`src/rtl/bounce_pkg.sv`:
```
// Shared types and constants for the bounce emulator: FSM encoding, LFSR geometry and step.
package bounce_pkg;

  localparam int unsigned LFSR_W = 8;
  localparam int unsigned TAP_A  = 7;
  localparam int unsigned TAP_B  = 5;
  localparam int unsigned TAP_C  = 4;
  localparam int unsigned TAP_D  = 3;

  typedef enum logic [1:0] {
    ST_IDLE   = 2'd0,
    ST_BOUNCE = 2'd1,
    ST_SETTLE = 2'd2
  } state_t;

  // One Fibonacci step: shift left, feedback from taps {7,5,4,3} into bit 0.
  function automatic logic [LFSR_W-1:0] lfsr_step(input logic [LFSR_W-1:0] s);
    return {s[LFSR_W-2:0], s[TAP_A] ^ s[TAP_B] ^ s[TAP_C] ^ s[TAP_D]};
  endfunction

endpackage

```
`src/rtl/lfsr8.sv`:
```
// 8-bit LFSR noise source with enable and synchronous load; seeded on reset.
module lfsr8
  import bounce_pkg::*;
#(
  parameter logic [LFSR_W-1:0] SEED = 8'hA5
) (
  input  logic              clk,
  input  logic              rst,
  input  logic              i_en,
  input  logic              i_load,
  input  logic [LFSR_W-1:0] i_seed,
  output logic [LFSR_W-1:0] o_state,
  output logic [LFSR_W-1:0] o_next_c
);

  logic [LFSR_W-1:0] r_state;

  always_ff @(posedge clk or posedge rst) begin
    if (rst) begin
      r_state <= SEED;
    end else if (i_load) begin
      r_state <= i_seed;
    end else if (i_en) begin
      r_state <= lfsr_step(r_state);
    end
  end

  assign o_state  = r_state;
  assign o_next_c = lfsr_step(r_state);

endmodule

```
`src/rtl/bounce_gen.sv`:
```
// Contact-bounce emulator: chatters on o_out for BOUNCE_CYCLES, then holds the new level.
// Optional macro BOUNCE_GLITCH_LIMIT_EN limits every excursion to a single cycle.
module bounce_gen
  import bounce_pkg::*;
#(
  parameter int unsigned       BOUNCE_CYCLES = 8,
  parameter int unsigned       SETTLE_CYCLES = 4,
  parameter int unsigned       CNT_W         = 4,
  parameter logic [LFSR_W-1:0] LFSR_SEED     = 8'hA5
) (
  input  logic clk,
  input  logic rst,
  input  logic i_start,
  input  logic i_level_in,
  output logic o_out,
  output logic o_busy,
  output logic o_done
);

  // Configuration sanity: counter must reach both terminal counts, seed must not lock up.
  if (BOUNCE_CYCLES < 1 || SETTLE_CYCLES < 1) begin : g_bad_cycles
    $error("bounce_gen: BOUNCE_CYCLES and SETTLE_CYCLES must be >= 1");
  end
  if ((BOUNCE_CYCLES - 1) >= (1 << CNT_W) || (SETTLE_CYCLES - 1) >= (1 << CNT_W)) begin : g_bad_cnt_w
    $error("bounce_gen: CNT_W too narrow for BOUNCE_CYCLES/SETTLE_CYCLES");
  end
  if (LFSR_SEED == '0) begin : g_bad_seed
    $error("bounce_gen: LFSR_SEED must be non-zero");
  end

  localparam logic [CNT_W-1:0] BOUNCE_LAST = CNT_W'(BOUNCE_CYCLES - 1);
  localparam logic [CNT_W-1:0] SETTLE_LAST = CNT_W'(SETTLE_CYCLES - 1);

  state_t             r_state, w_state_nxt;
  logic [CNT_W-1:0]   r_cnt, w_cnt_nxt;
  logic               r_out, w_out_nxt;
  logic               r_busy, w_busy_nxt;
  logic               r_done, w_done_nxt;
  logic               r_stable, w_stable_nxt;
  logic               r_target, w_target_nxt;

  logic [LFSR_W-1:0]  w_lfsr;
  logic [LFSR_W-1:0]  w_lfsr_next;
  logic               w_unused;
  logic               w_noise;
  logic               w_bounce_out;

  lfsr8 #(
    .SEED (LFSR_SEED)
  ) u_lfsr (
    .clk      (clk),
    .rst      (rst),
    .i_en     (r_state == ST_BOUNCE),
    .i_load   (1'b0),
    .i_seed   (LFSR_SEED),
    .o_state  (w_lfsr),
    .o_next_c (w_lfsr_next)
  );

  assign w_unused = ^{w_lfsr[LFSR_W-1:1], w_lfsr_next[LFSR_W-1:1]};

  // Noise for the next bounce cycle: current LFSR at acceptance, advanced LFSR afterwards.
  assign w_noise = (r_state == ST_IDLE) ? w_lfsr[0] : w_lfsr_next[0];

`ifdef BOUNCE_GLITCH_LIMIT_EN
  logic r_exc, w_exc_nxt;
  logic w_prev_exc;
  logic w_exc;

  assign w_prev_exc   = (r_state == ST_IDLE) ? 1'b0 : r_exc;
  assign w_exc        = w_noise & ~w_prev_exc;
  assign w_bounce_out = r_stable ^ w_exc;

  always_ff @(posedge clk or posedge rst) begin
    if (rst) begin
      r_exc <= 1'b0;
    end else begin
      r_exc <= w_exc_nxt;
    end
  end
`else
  assign w_bounce_out = w_noise;
`endif

  always_ff @(posedge clk or posedge rst) begin
    if (rst) begin
      r_state  <= ST_IDLE;
      r_cnt    <= '0;
      r_out    <= 1'b0;
      r_busy   <= 1'b0;
      r_done   <= 1'b0;
      r_stable <= 1'b0;
      r_target <= 1'b0;
    end else begin
      r_state  <= w_state_nxt;
      r_cnt    <= w_cnt_nxt;
      r_out    <= w_out_nxt;
      r_busy   <= w_busy_nxt;
      r_done   <= w_done_nxt;
      r_stable <= w_stable_nxt;
      r_target <= w_target_nxt;
    end
  end

  always_comb begin
    w_state_nxt  = r_state;
    w_cnt_nxt    = r_cnt;
    w_out_nxt    = r_out;
    w_done_nxt   = 1'b0;
    w_stable_nxt = r_stable;
    w_target_nxt = r_target;
`ifdef BOUNCE_GLITCH_LIMIT_EN
    w_exc_nxt    = 1'b0;
`endif

    unique case (r_state)
      ST_IDLE: begin
        w_out_nxt = r_stable;
        if (i_start && (i_level_in != r_stable)) begin
          w_target_nxt = i_level_in;
          w_cnt_nxt    = '0;
          w_state_nxt  = ST_BOUNCE;
          w_out_nxt    = w_bounce_out;
`ifdef BOUNCE_GLITCH_LIMIT_EN
          w_exc_nxt    = w_exc;
`endif
        end
      end

      ST_BOUNCE: begin
        if (r_cnt == BOUNCE_LAST) begin
          w_cnt_nxt   = '0;
          w_state_nxt = ST_SETTLE;
          w_out_nxt   = r_target;
        end else begin
          w_cnt_nxt   = r_cnt + CNT_W'(1);
          w_out_nxt   = w_bounce_out;
`ifdef BOUNCE_GLITCH_LIMIT_EN
          w_exc_nxt   = w_exc;
`endif
        end
      end

      ST_SETTLE: begin
        w_out_nxt = r_target;
        if (r_cnt == SETTLE_LAST) begin
          w_cnt_nxt    = '0;
          w_state_nxt  = ST_IDLE;
          w_stable_nxt = r_target;
          w_done_nxt   = 1'b1;
        end else begin
          w_cnt_nxt    = r_cnt + CNT_W'(1);
        end
      end

      default: begin
        w_state_nxt = ST_IDLE;
        w_cnt_nxt   = '0;
      end
    endcase

    w_busy_nxt = (w_state_nxt != ST_IDLE);
  end

  assign o_out  = r_out;
  assign o_busy = r_busy;
  assign o_done = r_done;

endmodule

```
`config.mk`:
```
export PLATFORM = sky130hd
export DESIGN_NAME = bounce_gen
export DESIGN_NICKNAME = d
export VERILOG_FILES = /design/src/rtl/bounce_pkg.sv /design/src/rtl/lfsr8.sv /design/src/rtl/bounce_gen.sv
export SDC_FILE = /design/constraint.sdc
export NUM_CORES = 1
export LEC_CHECK = 0
export BUFFER_PORTS_ARGS = -buffer_cell sky130_fd_sc_hd__clkbuf_2
export CAP_MARGIN = 20
export CORE_UTILIZATION = 45
export DETAILED_ROUTE_END_ITERATION = 8
export HOLD_SLACK_MARGIN = 0.1
export SETUP_SLACK_MARGIN = 0.1
export SLEW_MARGIN = 20
export SYNTH_ARGS = -nofsm -noshare
export SYNTH_HDL_FRONTEND = slang
export SYNTH_SLANG_ARGS = --single-unit
```
`constraint.sdc`:
```
create_clock -name clk -period 3 [get_ports clk]
set_input_delay 0.45 -clock clk [delete_from_list [all_inputs] [get_ports clk]]
set_output_delay 0.45 -clock clk [all_outputs]
set_load 0.005 [all_outputs]
```
==> results of run 1 <==
==> flip-flops by register name, summed over array words and instances, names as in the netlist <==
signal	cells
u_lfsr.o_state	8
r_target	1
r_stable	1
o_out	1
r_state	2
o_busy	1
o_done	1
r_cnt	4
==> power by group <==
part / internal (W) / switching [W]
clock: 0.0000496 / 0.0000793
sequential: 0.000371 / 0.0000671
combinational: 0.000202 / 0.000213
total: 0.000622 / 0.000359
==> cells by family after synthesis <==
family,count (synthesis)
AO/OA/AOI/OAI,20
XOR/XNOR,4
adder cells (fa/ha/maj),6
buffers and inverters,7
flip-flops,19
multiplexers,10
AND/OR/NAND/NOR,25
==> worst reg2reg max path: stages (launching register included) <==
cell and delay [ns]:
dfrtp_1 0.46, inv_1 0.10, ha_1 0.51, mux2i_1 0.14, a21oi_1 0.24, nand3b_1 0.13, o31ai_1 0.21
==> cells in the final DEF, fill, tap and decap left out, types with 4 or more instances in the layout <==
master	n
nand2_1	7
inv_1	5
nor2_1	4
mux2_2	9
a21oi_1	7
dfrtp_1	15
clkbuf_2	6
dfstp_2	4
o21ai_0	6
ha_1	6
==> layer usage <==
layer,vias up,global-route usage (%)
li1,338,-
met1,319,26.52
met2,11,23.61
met3,4,2.804
met4,0,7.353
met5,-,0
==> metrics by stage <==
| step | worst slack, ns | power (W) | area [um2] | cells |
|---|---|---|---|---|
| 4_1_cts | 1.118 | 0.0009926 | 1075 | 126 |
| 5_1_grt | 0.9112 | 0.001068 | 1075 | 126 |
| 2_1_floorplan | 1.496 | 0.0007621 | 992.2 | 91 |
| 6_report | 1.101 | 0.0009815 | 1075 | 126 |
| 3_3_place_gp | 1.236 | 0.0008515 | 1047 | 122 |
| 3_5_place_dp | 1.160 | 0.0008621 | 1047 | 122 |
==> how the worst max path moves through the flow <==
stage | slack [ns] | endpoint | depth (start not counted) | startpoint
6_report | 1.10 | r_cnt[3]$_DFFE_PP0P_ | 6 | r_state[1]$_DFF_PP0_
5_1_grt | 0.91 | r_cnt[3]$_DFFE_PP0P_ | 6 | r_state[1]$_DFF_PP0_
4_1_cts | 1.12 | r_cnt[3]$_DFFE_PP0P_ | 6 | r_state[1]$_DFF_PP0_
3_5_place_dp | 1.16 | r_cnt[3]$_DFFE_PP0P_ | 6 | r_state[1]$_DFF_PP0_
3_3_place_gp | 1.24 | r_cnt[3]$_DFFE_PP0P_ | 7 | r_state[1]$_DFF_PP0_
2_1_floorplan | 1.50 | u_lfsr.o_state[1]$_DFFE_PP0P_ | 4 | r_state[1]$_DFF_PP0_
==> cell type report <==
| type | instances | share of cell area, % |
|---|---|---|
| clock buffer | 3 | 2.095 |
| clock inverter | 1 | 0.4657 |
| inverter | 5 | 1.746 |
| multi-input combinational | 65 | 45.05 |
| sequential | 19 | 44.70 |
| tap | 27 | 3.143 |
| timing repair buffer | 6 | 2.794 |
==> synth_stat cells <==
| library cell | number |
|---|---|
| xor2_2 | 1 |
| mux2_2 | 9 |
| a21oi_2 | 1 |
| ha_1 | 6 |
| o31a_1 | 1 |
| a31oi_1 | 1 |
| dfstp_2 | 4 |
| a21oi_1 | 7 |
| o31ai_1 | 2 |
| nand3b_1 | 1 |
| buf_2 | 1 |
| and3b_1 | 1 |
| nand3_1 | 3 |
| inv_1 | 5 |
| o21ai_0 | 6 |
| a211oi_1 | 1 |
| nor2b_1 | 2 |
| mux2i_1 | 1 |
| clkbuf_1 | 1 |
| nand2_1 | 7 |
| and3_1 | 1 |
| nand4b_1 | 1 |
| nor3_1 | 2 |
| nand4_1 | 1 |
| nand2b_1 | 1 |
| nor2_1 | 4 |
| a2111oi_2 | 1 |
| and2_1 | 1 |
| dfrtp_1 | 15 |
| xnor2_1 | 3 |
==> results.sh, run 1 <==
export IMPL_synth_compound_area_share_pct=12.74
export IMPL_core_um2=2022
export IMPL_grtUsageTotal_pct=17.21
export IMPL_worstSetupStartpointType="register"
export IMPL_synth_top_cells_by_area="dfrtp_1 38%, dfstp_2 11%, mux2_2 10%"
export IMPL_first_global_vias=659
export IMPL_synth_cell_types=30
export IMPL_static_leakage_power_nw=0.4725
export IMPL_part_of_the_cycle_the_worst_path_needs_pct=63.31
export IMPL_number_of_clock_buffers_inserted_by_tritoncts=3
export IMPL_worst_clock_skew_ns=0.01694
export IMPL_cp_arrival_ns=2.10
export IMPL_dominant_combinational_cell_family_by_area_after_synthesis="simple AND/OR/NAND/NOR gates"
export IMPL_final_estimated_routing_congestion_in_global_placement=0.7554
export IMPL_min_path_type="in -> async"
export IMPL_ys_ff_latch=19
export IMPL_worstSkewPairLatency_ns=0.30
export IMPL_root_driver="clkbuf_4"
export IMPL_ctsHoldBuffers=0
export IMPL_maxSlewHeadroom_pct=53.42
export IMPL_synth_top_cell_area_share_pct=37.83
export IMPL_critical_path_class="reg -> reg"
export IMPL_run_status="finished clean"
export IMPL_critical_path_required_ns=3.20
export IMPL_drt_iter0_markers=16
export IMPL_grt_setup_unrepaired="false"
export IMPL_finish_utilization_pct=53.16
export IMPL_final_antenna_net_count=0
export IMPL_syn_area_per_cell_um2=10.90
export IMPL_dieArea_um2=2397
export IMPL_reg2reg_depth=6
export IMPL_detail_route_wirelength_um=1703
export IMPL_power_density_nw_per_um2=913.2
export IMPL_cts_resized=0
export IMPL_largest_net_degree_at_the_start_of_global_routing=20
export IMPL_post_cts_repair_setup_buffers=0
export IMPL_clk_pin_slew_ns=0.12
export IMPL_routed_via_density=5.333
export IMPL_dieWidth_um=48.96
export IMPL_synth_top_area_cell="dfrtp_1"
export IMPL_grt_first_pass_wirelength_um=3105
export IMPL_crit_buf_inv=1
export IMPL_synth_area_mux_share_pct=11.22
export IMPL_worst_pin_slew_ns=0.6979
export IMPL_synth_warnings=0
export IMPL_antenna_found_initial=0
export IMPL_number_of_buffers_added_on_ports=6
export IMPL_synth_seq_area_share_pct=48.42
export IMPL_cpPeakStageDelay_ns=0.51
export IMPL_clock_sinks=19
export IMPL_final_setup_tns_ns=0
export IMPL_synthCells=91
export IMPL_wire_per_inst_um=13.52
export IMPL_worst_path_max_fanout=15
export IMPL_drive_above_1_share_pct=26.26
export IMPL_synth_fa_ha_area_share_pct=7.566
export IMPL_std_cell_rows=16
export IMPL_syn_num_nets=101
export IMPL_hold_ws_ns=0.2171
export IMPL_synth_xor_xnor_area_share_pct=4.288
export IMPL_initial_utilization_pct=49.07
export IMPL_final_setup_violation_count=0
export IMPL_slowest_library_cell_on_the_worst_path="ha_1"
export IMPL_endpoint_of_the_most_critical_register_to_register_path="r_cnt[3]$_DFFE_PP0P_"
export IMPL_ff2ff_setup_slack_ns=1.10
export IMPL_ff_latch_area_um2=480.5
export IMPL_worst_path_dominant_cell_family="adder cells"
export IMPL_route_vias_total=672
export IMPL_fillerInstances=191
export IMPL_hpwlAfterDp_um=1219
export IMPL_ir_worst_vdd_mv=0.4590
export IMPL_insertedDiodeCount=0
export IMPL_detail_route_wirelength_met1_um=914
export IMPL_met3WireLength_um=47
export IMPL_multiInputGateArea_um2=484.2
export IMPL_timing_final_hold_violations=0
export IMPL_max_clock_path_buffers=2
export IMPL_floorplan_die_height_um=48.96
export IMPL_ioPinCount=7
export IMPL_finish_net_count=110
export IMPL_areaGrowthSynthToFinish_pct=8.323
export IMPL_timing_final_crit_period_ns=1.899
export IMPL_cts_htree_levels=1
export IMPL_max_cap_viol_count=0
export IMPL_cp_cell_sequence="inv_1 -> ha_1 -> mux2i_1 -> a21oi_1 -> nand3b_1 -> o31ai_1"
export IMPL_top_layer_used="met4"
export IMPL_worstSetupEndpointType="register"
export IMPL_overflow=0
export IMPL_first_pass_iters=4
export IMPL_cts_tree="built"
export IMPL_achievable_frequency_ghz=0.5265
export IMPL_drv_slew=0
export IMPL_fraction_of_the_mapped_netlist_area_in_simple_logic_gates_pct=12.99
export IMPL_timing_rr_start="r_state[1]$_DFF_PP0_"
export IMPL_syn_cell_area_um2=992.2
export IMPL_drc=0
export IMPL_met2_wirelength_um=721
No activity file was read; power rests on OpenSTA's default activity.
==> run 2: changes to the inputs <==
==> constraint.sdc (replaced) <==
create_clock -name clk -period 1.7 [get_ports clk]
set_input_delay 0.255 -clock clk [delete_from_list [all_inputs] [get_ports clk]]
set_output_delay 0.255 -clock clk [all_outputs]
set_load 0.005 [all_outputs]
==> run 2 against run 1 <==
- fmax up 23%
- sequential share of layout area down 4.2 points
- global-route usage up 0.088 points
- routed wire length up 7.6%
- die area unchanged
- core utilization up 5.8 points
- cell area up 11%
- setup slack worse by 0.94 ns
==> results.sh, run 2 (same netlist as run 1, synthesis figures left out) <==
export IMPL_most_common_layout_cells="13 x dfrtp_1, 9 x mux2_2, 7 x nand2_1, 7 x buf_4"
export IMPL_core_um2=2022
export IMPL_maxSlewHeadroom_pct=54.16
export IMPL_ff2ff_setup_slack_ns=0.16
export IMPL_placed_cell_area_um2=1070
export IMPL_largest_net_degree_at_the_start_of_global_routing=20
export IMPL_worst_hold_startpoint="i_level_in"
export IMPL_worst_clock_skew_ns=0.007118
export IMPL_worstSkewPairLatency_ns=0.30
export IMPL_root_driver="clkbuf_4"
export IMPL_critical_path_class="reg -> reg"
export IMPL_whs_path_depth=2
export IMPL_grt_first_pass_wirelength_um=3153
export IMPL_drt_iter0_markers=6
export IMPL_grtUsageTotal_pct=17.30
export IMPL_power_density_nw_per_um2=1652
export IMPL_worst_slack_ns=0.1621
export IMPL_grt_setup_unrepaired="false"
export IMPL_antenna_found_initial=0
export IMPL_final_antenna_net_count=0
export IMPL_number_of_buffers_added_on_ports=6
export IMPL_overflow=0
export IMPL_wire_per_inst_um=13.67
export IMPL_min_path_type="in -> reg"
export IMPL_routed_via_density=5.455
export IMPL_finish_net_count=118
export IMPL_layout_commonest_cell="dfrtp_1"
export IMPL_cts_tree="built"
export IMPL_worst_path_max_fanout=5
export IMPL_hpwlAfterDp_um=1311
export IMPL_final_setup_violation_count=0
export IMPL_worstSetupEndpointType="register"
export IMPL_final_estimated_routing_congestion_in_global_placement=0.8209
export IMPL_reg2reg_depth=7
export IMPL_fillerInstances=171
export IMPL_run_status="finished clean"
export IMPL_number_of_clock_buffers_inserted_by_tritoncts=3
export IMPL_dieWidth_um=48.96
export IMPL_critical_path_required_ns=1.89
export IMPL_timing_critical_path_mode_cell="inv_2"
export IMPL_final_setup_tns_ns=0
export IMPL_ff_latch_area_um2=483.0
export IMPL_worstSetupStartpointType="register"
export IMPL_initial_utilization_pct=49.07
export IMPL_ioPinCount=7
export IMPL_slowest_library_cell_on_the_worst_path="dfrtp_2"
export IMPL_endpoint_of_the_most_critical_register_to_register_path="r_cnt[0]$_DFFE_PP0P_"
export IMPL_drive_above_1_share_pct=42.99
export IMPL_std_cell_rows=16
export IMPL_dieArea_um2=2397
export IMPL_finish_utilization_pct=58.97
export IMPL_achievable_frequency_ghz=0.6502
export IMPL_areaGrowthSynthToFinish_pct=20.18
export IMPL_placedCellCount=125
export IMPL_timing_rr_start="r_state[0]$_DFF_PP0_"
export IMPL_route_vias_total=731
export IMPL_crit_buf_inv=3
export IMPL_cts_htree_levels=1
export IMPL_ir_worst_vdd_mv=1.005
export IMPL_max_cap_viol_count=0
export IMPL_static_leakage_power_nw=0.5161
export IMPL_drc=0
export IMPL_min_delay_worst_endpoint="r_target$_DFFE_PP0P_"
export IMPL_detail_route_wirelength_um=1832
export IMPL_part_of_the_cycle_the_worst_path_needs_pct=90.47
export IMPL_cp_cell_sequence="inv_2 -> ha_2 -> inv_2 -> a21oi_2 -> buf_4 -> nand3b_1 -> o21ai_0"
export IMPL_worst_path_dominant_cell_family="flip-flops"
export IMPL_timing_final_hold_violations=0
export IMPL_worst_setup_path_startpoint="r_state[0]$_DFF_PP0_"
export IMPL_first_pass_iters=4
export IMPL_cpPeakStageDelay_ns=0.47
export IMPL_cp_arrival_ns=1.73
export IMPL_clock_sinks=19
export IMPL_drv_slew=0
export IMPL_finish_instance_area_um2=1192
export IMPL_max_clock_path_buffers=2
export IMPL_worst_pin_slew_ns=0.6868
export IMPL_timing_final_crit_period_ns=1.538
export IMPL_first_global_vias=723
export IMPL_post_place_ws_ns=0.09438
export IMPL_final_cells=134
export IMPL_insertedDiodeCount=0
export IMPL_multiInputGateArea_um2=536.8
export IMPL_floorplan_die_height_um=48.96
export IMPL_number_of_flip_flops_in_the_largest_register=8
export IMPL_clk_pin_slew_ns=0.11
[run 2: worst max path at each step]
stage                                         end  depth (start not counted)
global placement             r_cnt[3]$_DFFE_PP0P_                          7
floorplan           u_lfsr.o_state[1]$_DFFE_PP0P_                          4
global route                 r_cnt[0]$_DFFE_PP0P_                          7
CTS                          r_cnt[3]$_DFFE_PP0P_                          7
detailed placement           r_cnt[3]$_DFFE_PP0P_                          6
finish                       r_cnt[0]$_DFFE_PP0P_                          7
[run 2: cell type report]
| type | instances | area share, % |
|---|---|---|
| multi-input combinational | 65 | 45.02 |
| sequential | 19 | 40.50 |
| timing repair buffer | 14 | 7.765 |
| tap | 27 | 2.833 |
| clock buffer | 3 | 1.889 |
| inverter | 5 | 1.574 |
| clock inverter | 1 | 0.4197 |
[run 2: repair_timing]
| action | CTS | global route |
|---|---|---|
| setup buffers | 0 | 4 |
| endpoints found under the hold margin | 15 | 0 |
| pin swaps | 1 | 1 |
| resized for setup | 1 | 14 |
| gates cloned | 0 | 0 |
| hold buffers | 1 | 0 |
| setup endpoints to repair | 3 | 8 |
[run 2: power by group]
group	total, W	internal, W	leakage (nW)	switching, W
Combinational	0.000953	0.000499	0.269	0.000454
Clock	0.000230	0.0000876	0.0177	0.000142
Sequential	0.000787	0.000657	0.229	0.000130
Total	0.00197	0.00124	0.516	0.000726
[run 2: through the flow]
step                hold slack (ns)  power, W
finish                       0.2317  0.001970
global route                 0.2395  0.002096
CTS                          0.2233  0.001814
detailed placement           0.3941  0.001569
global placement             0.3879  0.001542
floorplan                    0.2032  0.001345
[run 2: layer usage]
| layer | vias to the layer above | part of all wire (%) | global-route usage (%) |
|---|---|---|---|
| li1 | 352 | - | - |
| met1 | 367 | 50 | 23.90 |
| met2 | 10 | 47 | 26.39 |
| met3 | 2 | 2.3 | 2.804 |
| met4 | 0 | 0.55 | 8.333 |
| met5 | - | 0 | 0 |
==> run 3: changes to the inputs <==
--- a/config.mk
+++ b/config.mk
@@ -10,6 +10,7 @@
 export CORE_UTILIZATION = 45
 export DETAILED_ROUTE_END_ITERATION = 8
 export HOLD_SLACK_MARGIN = 0.1
+export RECOVER_POWER = 100
 export SETUP_SLACK_MARGIN = 0.1
 export SLEW_MARGIN = 20
 export SYNTH_ARGS = -nofsm -noshare
==> run 3 against run 2 <==
- sequential cell count is the same
- clock skew grew 0.0011 ns
- hold slack lost 0.0012 ns
- cell count is the same
- critical path depth is the same
- setup slack lost 0.022 ns
- critical path type unchanged
- largest cell class unchanged
- largest power group unchanged
- highest routed layer unchanged
==> results.sh, run 3 (same netlist as run 1, synthesis figures left out) <==
export IMPL_overflow=0
export IMPL_detail_route_wirelength_met1_um=929
export IMPL_hpwlAfterDp_um=1311
export IMPL_max_cap_viol_count=0
export IMPL_insertedDiodeCount=0
export IMPL_hold_ws_ns=0.2305
export IMPL_drv_slew=0
export IMPL_final_antenna_net_count=0
export IMPL_drive_above_1_share_pct=40.19
export IMPL_wire_per_inst_um=13.70
export IMPL_maxSlewHeadroom_pct=54.18
export IMPL_worst_hold_startpoint="i_level_in"
export IMPL_power_switching_fraction_pct=37.20
export IMPL_worst_path_dominant_cell_family="flip-flops"
export IMPL_layout_commonest_cell="dfrtp_1"
export IMPL_antenna_found_initial=0
export IMPL_clock_sinks=19
export IMPL_areaGrowthSynthToFinish_pct=19.29
export IMPL_std_cell_rows=16
export IMPL_power_density_nw_per_um2=1652
export IMPL_dieWidth_um=48.96
export IMPL_first_pass_iters=4
export IMPL_most_common_layout_cells="13 x dfrtp_1, 9 x mux2_2, 7 x nand2_1"
export IMPL_placedCellCount=125
export IMPL_initial_utilization_pct=49.07
export IMPL_timing_final_crit_period_ns=1.560
export IMPL_top_layer_used="met4"
export IMPL_drt_iter0_markers=6
export IMPL_number_of_buffers_added_on_ports=6
export IMPL_critical_path_class="reg -> reg"
export IMPL_critical_path_required_ns=1.89
export IMPL_worstSetupEndpointType="register"
export IMPL_final_setup_tns_ns=0
export IMPL_part_of_the_cycle_the_worst_path_needs_pct=91.79
export IMPL_worst_path_max_fanout=5
export IMPL_grtUsageTotal_pct=17.30
export IMPL_final_setup_violation_count=0
export IMPL_switching_power_w=0.0007273
export IMPL_crit_buf_inv=3
export IMPL_dieArea_um2=2397
export IMPL_final_cells=134
export IMPL_worst_clock_skew_ns=0.008174
export IMPL_met2_wirelength_um=853
export IMPL_slowest_library_cell_on_the_worst_path="dfrtp_2"
export IMPL_largest_net_degree_at_the_start_of_global_routing=20
export IMPL_power_frac_seq_pct=40.3
export IMPL_cp_arrival_ns=1.75
export IMPL_timing_critical_path_mode_cell="inv_2"
export IMPL_ir_worst_vdd_mv=1.001
export IMPL_grt_setup_unrepaired="false"
export IMPL_clk_pin_slew_ns=0.11
export IMPL_number_of_flip_flops_in_the_largest_register=8
export IMPL_cts_tree="built"
export IMPL_power_report_internal_total_w=0.001228
export IMPL_timing_final_hold_violations=0
export IMPL_worst_pin_slew_ns=0.6866
export IMPL_cp_cell_sequence="inv_2 -> ha_1 -> inv_2 -> a21oi_2 -> buf_4 -> nand3b_1 -> o21ai_0"
export IMPL_worstSkewPairLatency_ns=0.30
export IMPL_final_estimated_routing_congestion_in_global_placement=0.8209
export IMPL_root_driver="clkbuf_4"
export IMPL_max_clock_path_buffers=2
export IMPL_cpPeakStageDelay_ns=0.47
export IMPL_comb_pwr_share_pct=47.9
export IMPL_finish_net_count=118
export IMPL_power_clock_fraction_pct=11.8
export IMPL_static_leakage_power_nw=0.5135
export IMPL_core_um2=2022
export IMPL_run_status="finished clean"
export IMPL_achievable_frequency_ghz=0.6409
export IMPL_routed_via_density=5.425
export IMPL_grt_first_pass_wirelength_um=3153
export IMPL_cts_htree_levels=1
export IMPL_ioPinCount=7
export IMPL_floorplan_die_height_um=48.96
export IMPL_number_of_clock_buffers_inserted_by_tritoncts=3
export IMPL_min_path_type="in -> reg"
export IMPL_detail_route_wirelength_um=1836
export IMPL_met3WireLength_um=42
export IMPL_worstSetupStartpointType="register"
export IMPL_route_vias_total=727
export IMPL_worst_setup_path_startpoint="r_state[0]$_DFF_PP0_"
export IMPL_first_global_vias=723
export IMPL_drc=0
export IMPL_timing_rr_start="r_state[0]$_DFF_PP0_"
-- run 3: final cells by class --
cell class	instances	area (um2)
Fill cell	172	838.3
Tap cell	27	33.78
Timing Repair Buffer	14	88.84
Multi-Input combinational cell	65	531.8
Inverter	5	18.77
Clock buffer	3	22.52
Sequential cell	19	483.0
Clock inverter	1	5.005
-- run 3: per-stage QoR --
step	total power, W	area [um2]	worst slack [ns]	utilization, %
finish	0.001955	1184	0.1396	58.54
global placement	0.001542	1070	0.1142	52.91
floorplan	0.001345	992.2	0.1958	-
CTS	0.001814	1111	0.09928	54.95
detailed placement	0.001569	1070	0.09438	52.91
global route	0.002078	1184	0.04947	58.54
-- run 3: worst paths after layout --
kind	depth (start not counted)	end	slack (ns)
max	7	r_cnt[0]$_DFFE_PP0P_	0.14
min in group asynchronous	3	r_cnt[1]$_DFFE_PP0P_	0.57
max reg2reg	7	r_cnt[0]$_DFFE_PP0P_	0.14
max in group asynchronous	3	r_state[1]$_DFF_PP0_	0.64
min reg2reg	1	r_cnt[0]$_DFFE_PP0P_	0.51
min	2	r_target$_DFFE_PP0P_	0.23
-- run 3: power groups by stage --
stage	logic, W	clock network, W	registers (W)
after detailed placement	0.000783	0	0.000786
after global routing	0.00102	0.000255	0.000806
after CTS	0.000797	0.000240	0.000777
final	0.000937	0.000231	0.000787
after floorplan	0.000593	0	0.000752
after global placement	0.000764	0	0.000778
-- run 3: repair_timing --
| action | 4_1_cts | 5_1_grt |
|---|---|---|
| buffers inserted | 0 | 4 |
| resized for setup | 1 | 14 |
| pin swaps | 1 | 1 |
| hold buffers | 1 | 0 |
| endpoints found under the hold margin | 15 | 0 |
| setup endpoints to repair | 3 | 8 |
-- run 3: metal layers --
metal	vias to the layer above	track usage, %
met5	-	0
met4	0	8.333
met3	2	2.804
met2	10	26.39
met1	364	23.90
li1	351	-
-- run 3: worst reg2reg max path: cells and delay by family (launching register included) --
kind                     cells  cell delay [ns]
AND/OR/NAND/NOR              1             0.13
AO/OA/AOI/OAI                2             0.28
flip-flops                   1             0.47
buffers and inverters        3             0.36
adder cells (fa/ha/maj)      1             0.22
